[src/rtl/mips_gpio_port.sv]
// Memory-mapped GPIO port: 32-bit output latch, 8 synchronised/debounced inputs
// with masked rising-edge capture, write-1-to-clear flags and a level interrupt.
module mips_gpio_port #(
  parameter logic [31:0] BASE_ADDR       = 32'h1001_1000,
  parameter int unsigned DEBOUNCE_CYCLES = 4,
  parameter int unsigned CNT_W           = 8
) (
  input  logic        clk,
  input  logic        reset,
  input  logic [31:0] Address,
  input  logic [31:0] WriteData,
  input  logic        MemWrite,
  input  logic        MemRead,
  input  logic [7:0]  PortIn,
  output logic [31:0] ReadData,
  output logic        Select,
  output logic [31:0] PortOut,
  output logic        Irq
);

  typedef enum logic [1:0] {
    OFF_PORT_OUT   = 2'd0,
    OFF_PORT_IN    = 2'd1,
    OFF_EDGE_FLAGS = 2'd2,
    OFF_EDGE_MASK  = 2'd3
  } regOffset_t;

  localparam logic [CNT_W-1:0] CNT_MAX = CNT_W'(DEBOUNCE_CYCLES - 1);
  localparam logic [CNT_W-1:0] CNT_ONE = CNT_W'(1);

  regOffset_t       offset;
  logic             wrEn;
  logic             unusedAddrBits;

  logic [7:0]       sync1;
  logic [7:0]       sync2;
  logic [7:0]       deb;
  logic [7:0]       debNext;
  logic [CNT_W-1:0] cnt     [8];
  logic [CNT_W-1:0] cntNext [8];

  logic [7:0]       edgeFlags;
  logic [7:0]       edgeMask;
  logic [7:0]       riseSet;
  logic [7:0]       clrBits;
  logic [7:0]       flagsNext;

  assign Select         = (Address[31:4] == BASE_ADDR[31:4]);
  assign offset         = regOffset_t'(Address[3:2]);
  assign wrEn           = MemWrite & Select;
  assign unusedAddrBits = ^Address[1:0];

  always_comb begin
    debNext = deb;
    cntNext = cnt;
    for (int unsigned i = 0; i < 8; i++) begin
      if (sync2[i] == deb[i]) begin
        cntNext[i] = '0;
      end else if (cnt[i] == CNT_MAX) begin
        debNext[i] = sync2[i];
        cntNext[i] = '0;
      end else begin
        cntNext[i] = cnt[i] + CNT_ONE;
      end
    end
  end

  // Capture uses the pre-write mask, and a same-edge rise overrides the W1C clear.
  always_comb begin
    riseSet   = debNext & ~deb & edgeMask;
    clrBits   = (wrEn && offset == OFF_EDGE_FLAGS) ? WriteData[7:0] : '0;
    flagsNext = (edgeFlags & ~clrBits) | riseSet;
  end

  always_ff @(posedge clk or negedge reset) begin
    if (!reset) begin
      sync1     <= '0;
      sync2     <= '0;
      deb       <= '0;
      for (int unsigned i = 0; i < 8; i++) cnt[i] <= '0;
      edgeFlags <= '0;
      edgeMask  <= '0;
      PortOut   <= '0;
    end else begin
      sync1     <= PortIn;
      sync2     <= sync1;
      deb       <= debNext;
      for (int unsigned i = 0; i < 8; i++) cnt[i] <= cntNext[i];
      edgeFlags <= flagsNext;
      if (wrEn && offset == OFF_PORT_OUT)  PortOut  <= WriteData;
      if (wrEn && offset == OFF_EDGE_MASK) edgeMask <= WriteData[7:0];
    end
  end

  assign Irq = |(edgeFlags & edgeMask);

  always_comb begin
    ReadData = '0;
    if (MemRead && Select) begin
      unique case (offset)
        OFF_PORT_OUT:   ReadData = PortOut;
        OFF_PORT_IN:    ReadData = {24'b0, deb};
        OFF_EDGE_FLAGS: ReadData = {24'b0, edgeFlags};
        OFF_EDGE_MASK:  ReadData = {24'b0, edgeMask};
        default:        ReadData = '0;
      endcase
    end
  end

endmodule

[config.mk]
export PLATFORM = sky130hd
export DESIGN_NAME = mips_gpio_port
export DESIGN_NICKNAME = d
export VERILOG_FILES = /design/src/rtl/mips_gpio_port.sv
export SDC_FILE = /design/constraint.sdc
export NUM_CORES = 1
export LEC_CHECK = 0
export BUFFER_PORTS_ARGS = -buffer_cell sky130_fd_sc_hd__buf_2
export CORE_ASPECT_RATIO = 0.7
export CORE_MARGIN = 2
export CORE_UTILIZATION = 58
export CTS_CLUSTER_DIAMETER = 80
export DETAILED_ROUTE_END_ITERATION = 7
export GPL_TIMING_DRIVEN = 0
export PLACE_DENSITY = 0.93
export SLEW_MARGIN = 20
export SYNTH_ARGS = -nofsm -noshare
export SYNTH_HDL_FRONTEND = slang
export SYNTH_SLANG_ARGS = --single-unit
[constraint.sdc]
create_clock -name clk -period 4.5 [get_ports clk]
set_clock_uncertainty 0.15 [all_clocks]
set_input_delay 0.225 -clock clk [delete_from_list [all_inputs] [get_ports clk]]
set_output_delay 0.225 -clock clk [all_outputs]
set_load 0.02 [all_outputs]
==> flow_metrics.py, run 1 <==
metrics = {
    "run_status": {
        "status": "complete, no violations",
    },
    "grt": {
        "grt_usage": 0.314,
        "grt_pass1_vias": 5408,
        "antenna_found_initial": 0,
        "overflow": 0,
        "grt_max_degree": 94,
        "grt_first_pass_wirelength_um": 27600,
    },
    "detailed_routing": {
        "first_pass_iters": 5,
        "vias_per_cell": 6.01,
        "ant_nets": 0,
        "routed-via-count": 5153,
        "drcViolationCount": 0,
        "drt_iter0_drc": 423,
        "wire_per_inst_um": 20.5,
        "wl_um": 17600,
    },
    "sta": {
        "slew_viol_final": 0,
        "finalCriticalPeriod_ps": 2900,
        "post-route-period-util": 0.645,
        "timing.fmax_ghz": 0.344,
        "setup_violations": 0,
        "finalSetupTns_ps": 0,
        "worstMarginPinSlew_ps": 875,
        "finalHoldViolCount": 0,
        "setup_slack_ps": 1600,
        "slew_headroom": 0.416,
        "rsz0062_at_grt": "no",
    },
    "final_layout": {
        "final_layout_size_suffix_gt1_frac": 0.297,
        "final_common_cell": "buf_2",
        "final_cell_mix": "buf_2 (138), dfrtp_1 (136), nor2_1 (68)",
        "syn2layout_area_growth_pct": 31.7,
        "nets": 795,
    },
    "setup_path": {
        "slowest_delay_ps": 510,
        "rrSetupSlack_ps": 2050,
        "crit_family": "simple AND/OR/NAND/NOR gates",
        "critPathLaunchType": "primary input",
        "critPathKind": "primary input to output port",
        "crit_path_frequent_cell": "buf_2",
        "critPathCaptureType": "output port",
        "crit_path_start": "Address[19]",
        "cp_cell_sequence": "buf_2, nor4_1, nand3_1, nor2_1, clkbuf_1, and4_1, buf_2",
        "rr_startpoint": "cnt[0]",
        "crit_required_ps": 4120,
        "path_buf_inv": 3,
        "arrival_ps": 2530,
        "slowest_stage": "clkbuf_1",
        "cp_max_fo": 10,
    },
    "synth": {
        "synth-adder-area-share": 0.0161,
        "synthArstFlopShare": 1.00,
        "seq_area_frac_synth": 0.548,
        "synth-compound-area-share": 0.0288,
        "syn_nets": 596,
        "synth_top_family_by_area": "simple AND/OR/NAND/NOR gates",
        "synth-xor-area-share": 0.0705,
        "ys_ff_latch": 136,
        "synth_warnings": 0,
        "syn-cell-area_um2": 6210,
        "postSynthAreaPerCell_um2": 12.1,
        "synth_mux_area_frac": 0.114,
        "synth_top_flop_cell": "dfrtp_1",
        "synth_cell_types": 33,
        "synth-simple-area-share": 0.206,
        "syn_inst": 512,
        "synth_edf_count": 0,
    },
    "cts": {
        "cts_resized": 0,
        "clk_latency_ps": 420,
        "clkTransAtPathRegs_ps": 60,
        "clockBufferDepth": 2,
        "cts_root_buf": "clkbuf_16",
        "cts_setup_buffers": 0,
        "htree_levels": 4,
        "cts_made_buffers": 17,
        "cts.sinks": 136,
        "cts_tree": "yes",
        "cts-hold-fix-buffers": 41,
    },
    "placed_design": {
        "dp_slack_ps": 1800,
        "place_congestion": 0.879,
        "dp_hpwl_um": 10600,
        "portBuffers": 138,
    },
    "pwr": {
        "ir_worst_vdd_v": 0.000421,
        "p_leak_nw": 4.13,
        "powerDensity_nw_per_um2": 429,
    },
    "floorplan": {
        "die_height_um": 90.6,
        "rows": 31,
        "dieArea_um2": 11600,
        "core_um2": 10400,
        "fp.dieW_um": 128,
        "io_pins": 142,
        "start_util": 0.598,
    },
    "job": {
        "cap_viol_max_count": 0,
    },
    "min_path": {
        "hp-class": "primary input to async pin",
    },
}
## power breakdown
part           total (W)  internal (W)  switching [W]
Sequential       0.00147       0.00134       0.000132
Combinational   0.000498      0.000224       0.000274
Clock            0.00154      0.000986       0.000553
## worst reg2reg max path, delay by kind of cell, from the launching register on
| family | cells | cell delay [ps] |
|---|---|---|
| adders and majority gates | 1 | 270 |
| DFF | 1 | 430 |
| and+or+nand+nor | 4 | 1470 |
## final timing paths
check | endpoint | cells after the start
worst min-delay path | cnt[60] | 2
max in group asynchronous | PortOut[2] | 3
worst min register to register | sync2[1] | 0
worst max-delay path | ReadData[30] | 7
worst max register to register | cnt[3] | 5
min in group clk | sync2[1] | 0
## per-layer routing
metal  vias to the layer above  GRT usage  wire [um]
met1                      2528      0.352       6450
met5                         -          0          0
met4                         0      0.158        845
li1                       2250          -          -
met3                        86     0.0995       1440
met2                       289      0.538       8840
## sequential cells by signal, indices dropped and copies added (netlist names)
signal	count
edgeMask	8
cnt	64
edgeFlags	8
sync1	8
deb	8
PortOut	32
sync2	8
## synthesized netlist by cell type, types with 9 or more instances
master / count / share of area
and3_1: 28 / 0.028
xnor2_1: 10 / 0.014
mux2_2: 17 / 0.031
and4_1: 24 / 0.034
nor2_1: 68 / 0.041
xor2_1: 40 / 0.056
dfrtp_1: 136 / 0.55
nor2b_1: 14 / 0.014
nand3_1: 44 / 0.035
mux2_1: 30 / 0.054
a31oi_1: 16 / 0.016
clkbuf_1: 9 / 0.0054
## layout make-up
| class | count | area [um^2] |
|---|---|---|
| inverters | 8 | 30.0 |
| flip-flops and latches | 136 | 3400 |
| multi-input cells | 355 | 2720 |
| clock inverters | 15 | 226 |
| repair buffers | 180 | 1140 |
| clock buffers | 17 | 425 |
| plain buffers | 13 | 72.6 |
| diodes | 1 | 2.50 |
| well taps | 132 | 165 |
| fillers | 608 | 2220 |
## metrics by stage
| step | utilization | cell area (um^2) | std cells | total power (W) | hold slack (ps) |
|---|---|---|---|---|---|
| after floorplan | - | 6210 | 512 | 0.00177 | -221 |
| after global placement | 0.680 | 7070 | 782 | 0.00189 | 183 |
| after detailed placement | 0.684 | 7110 | 783 | 0.00194 | -16.8 |
| after CTS | 0.786 | 8170 | 856 | 0.00350 | 132 |
| after global routing | 0.787 | 8180 | 856 | 0.00364 | 179 |
| final | 0.787 | 8180 | 857 | 0.00351 | 132 |
## logic make-up after synthesis
logic type / count (synthesis)
mux: 55
simple gates: 216
fa+ha+maj: 8
flops: 136
buf+inv: 21
xor+xnor: 50
compound gates: 26
Note: power is estimated with default switching activity, not from simulation.
==> inputs of run 2 (changes only) <==
--- a/config.mk
+++ b/config.mk
@@ -8,11 +8,11 @@
 export BUFFER_PORTS_ARGS = -buffer_cell sky130_fd_sc_hd__buf_2
 export CORE_ASPECT_RATIO = 0.7
 export CORE_MARGIN = 2
-export CORE_UTILIZATION = 58
+export CORE_UTILIZATION = 54
 export CTS_CLUSTER_DIAMETER = 80
 export DETAILED_ROUTE_END_ITERATION = 7
 export GPL_TIMING_DRIVEN = 0
-export PLACE_DENSITY = 0.93
+export PLACE_DENSITY = 0.88
 export SLEW_MARGIN = 20
 export SYNTH_ARGS = -nofsm -noshare
 export SYNTH_HDL_FRONTEND = slang
==> constraint.sdc (replaced) <==
create_clock -name clk -period 2.7 [get_ports clk]
set_clock_uncertainty 0.15 [all_clocks]
set_input_delay 0.135 -clock clk [delete_from_list [all_inputs] [get_ports clk]]
set_output_delay 0.135 -clock clk [all_outputs]
set_load 0.02 [all_outputs]
==> flow_metrics.py, run 2 (same netlist as run 1, synthesis figures left out) <==
metrics = {
    "pwr": {
        "powerDensity_nw_per_um2": 711,
        "p_total_w": 0.00582,
        "ir_worst_vdd_v": 0.000499,
        "p_leak_nw": 4.12,
    },
    "detailed_routing": {
        "ant_nets": 0,
        "wire_per_inst_um": 19.8,
        "first_pass_iters": 4,
        "routed-via-count": 5035,
        "wl_um": 17400,
        "vias_per_cell": 5.75,
        "drcViolationCount": 0,
        "drt_iter0_drc": 279,
    },
    "setup_path": {
        "cp_max_fo": 8,
        "worst_r2r_path_depth": 5,
        "crit_required_ps": 2810,
        "critPathCaptureType": "register",
        "critPathKind": "register to register",
        "critPathLaunchType": "register",
        "arrival_ps": 2690,
    },
    "floorplan": {
        "core_um2": 11100,
        "io_pins": 142,
        "die_height_um": 93.7,
        "fp.dieW_um": 132,
        "rows": 32,
        "dieArea_um2": 12400,
        "start_util": 0.558,
    },
    "final_layout": {
        "n_fill_cell": 700,
        "biggestRegsByFlops": "cnt x64, PortOut x32",
        "largest_reg_flops": 64,
        "final_cell_mix": "buf_2 (138), dfrtp_1 (136), nor2_1 (68)",
        "nets": 795,
        "syn2layout_area_growth_pct": 31.8,
        "final_area_um2": 8190,
        "final_layout_size_suffix_gt1_frac": 0.292,
        "largest-register": "cnt",
        "final_common_cell": "buf_2",
    },
    "cts": {
        "htree_levels": 4,
        "clockBufferDepth": 2,
        "clkTransAtPathRegs_ps": 60,
        "cts.sinks": 136,
        "cts_made_buffers": 17,
        "cts_root_buf": "clkbuf_16",
        "clk_latency_ps": 430,
        "cts_tree": "yes",
    },
    "run_status": {
        "status": "complete, no violations",
    },
    "grt": {
        "grt_first_pass_wirelength_um": 27200,
        "grt_max_degree": 96,
        "grt_pass1_vias": 5188,
        "antenna_found_initial": 1,
        "grt_usage": 0.289,
        "overflow": 0,
    },
    "sta": {
        "finalHoldViolCount": 0,
        "worstMarginPinSlew_ps": 834,
        "slew_viol_final": 0,
        "setup_violations": 0,
        "timing.fmax_ghz": 0.387,
        "finalCriticalPeriod_ps": 2580,
        "slew_headroom": 0.444,
        "post-route-period-util": 0.956,
        "rsz0062_at_grt": "no",
        "hold_ws_ps": 33.4,
    },
    "min_path": {
        "hp-class": "primary input to async pin",
    },
    "placed_design": {
        "portBuffers": 138,
        "dp_hpwl_um": 10600,
        "postPlaceCellArea_um2": 7130,
        "place_congestion": 0.869,
    },
    "job": {
        "cap_viol_max_count": 0,
    },
}
[run 2: cell count changes in the layout (fill, tap and decap cells not counted)]
cell,previous run,this run
clkbuf_8,0,2
clkinv_2,2,1
clkbuf_1,9,11
clkbuf_2,0,1
clkinv_4,4,0
clkinvlp_4,3,2
inv_6,1,0
[run 2: final timing paths]
check                           slack [ps]  startpoint      endpoint
worst max-delay path                   120     cnt[16]       cnt[19]
worst min-delay path                    30       reset      sync1[0]
worst max register to register         120     cnt[16]       cnt[19]
worst min register to register         200    sync1[0]      sync2[0]
max in group asynchronous             1620       reset  edgeFlags[7]
min in group clk                       120    MemWrite    PortOut[0]
[run 2: final cells by class]
type                       instances  area, um^2  share of cell area
inverter                           8        30.0             0.00367
multi-input combinational        355        2720               0.332
clock buffer                      22         464              0.0567
timing repair buffer             180        1140               0.139
antenna                            1        2.50            0.000306
buffer                            13        73.8             0.00901
tap                              153         191              0.0234
sequential                       136        3400               0.416
clock inverter                     8         170              0.0208
[run 2: where the power goes]
part	switching, W	total, W	internal [W]
logic	0.000447	0.000819	0.000372
clock network	0.000877	0.00255	0.00168
registers	0.000217	0.00245	0.00224
[run 2: per-stage QoR]
stage,instances,utilization,TNS [ps],setup slack [ps]
2_1_floorplan,512,-,0,627
3_3_place_gp,803,0.637,-52870,-396
3_5_place_dp,804,0.641,0,153
4_1_cts,875,0.735,0,140
5_1_grt,876,0.736,0,37.8
6_report,876,0.736,0,118
[run 2: repair_timing]
action                     in CTS  in global routing
hold endpoints to repair      192                  0
hold buffers                   41                  0
buffers inserted                0                  0
setup endpoints to repair       0                  8
gates resized for setup         0                  2
[run 2: routing by layer]
layer / vias to the layer above / GRT usage / wire (um)
met2: 266 / 0.504 / 8460
met4: 0 / 0.136 / 805
met1: 2455 / 0.332 / 6810
met3: 61 / 0.0879 / 1290
met5: - / 0 / 0
li1: 2253 / - / -
[run 2: critical path, cell delays in order (launching register included)]
cell      delay (ps)
dfrtp_1          400
ha_1             230
or4b_2           650
nor4_2           420
o21bai_1         420
nor2_1           160
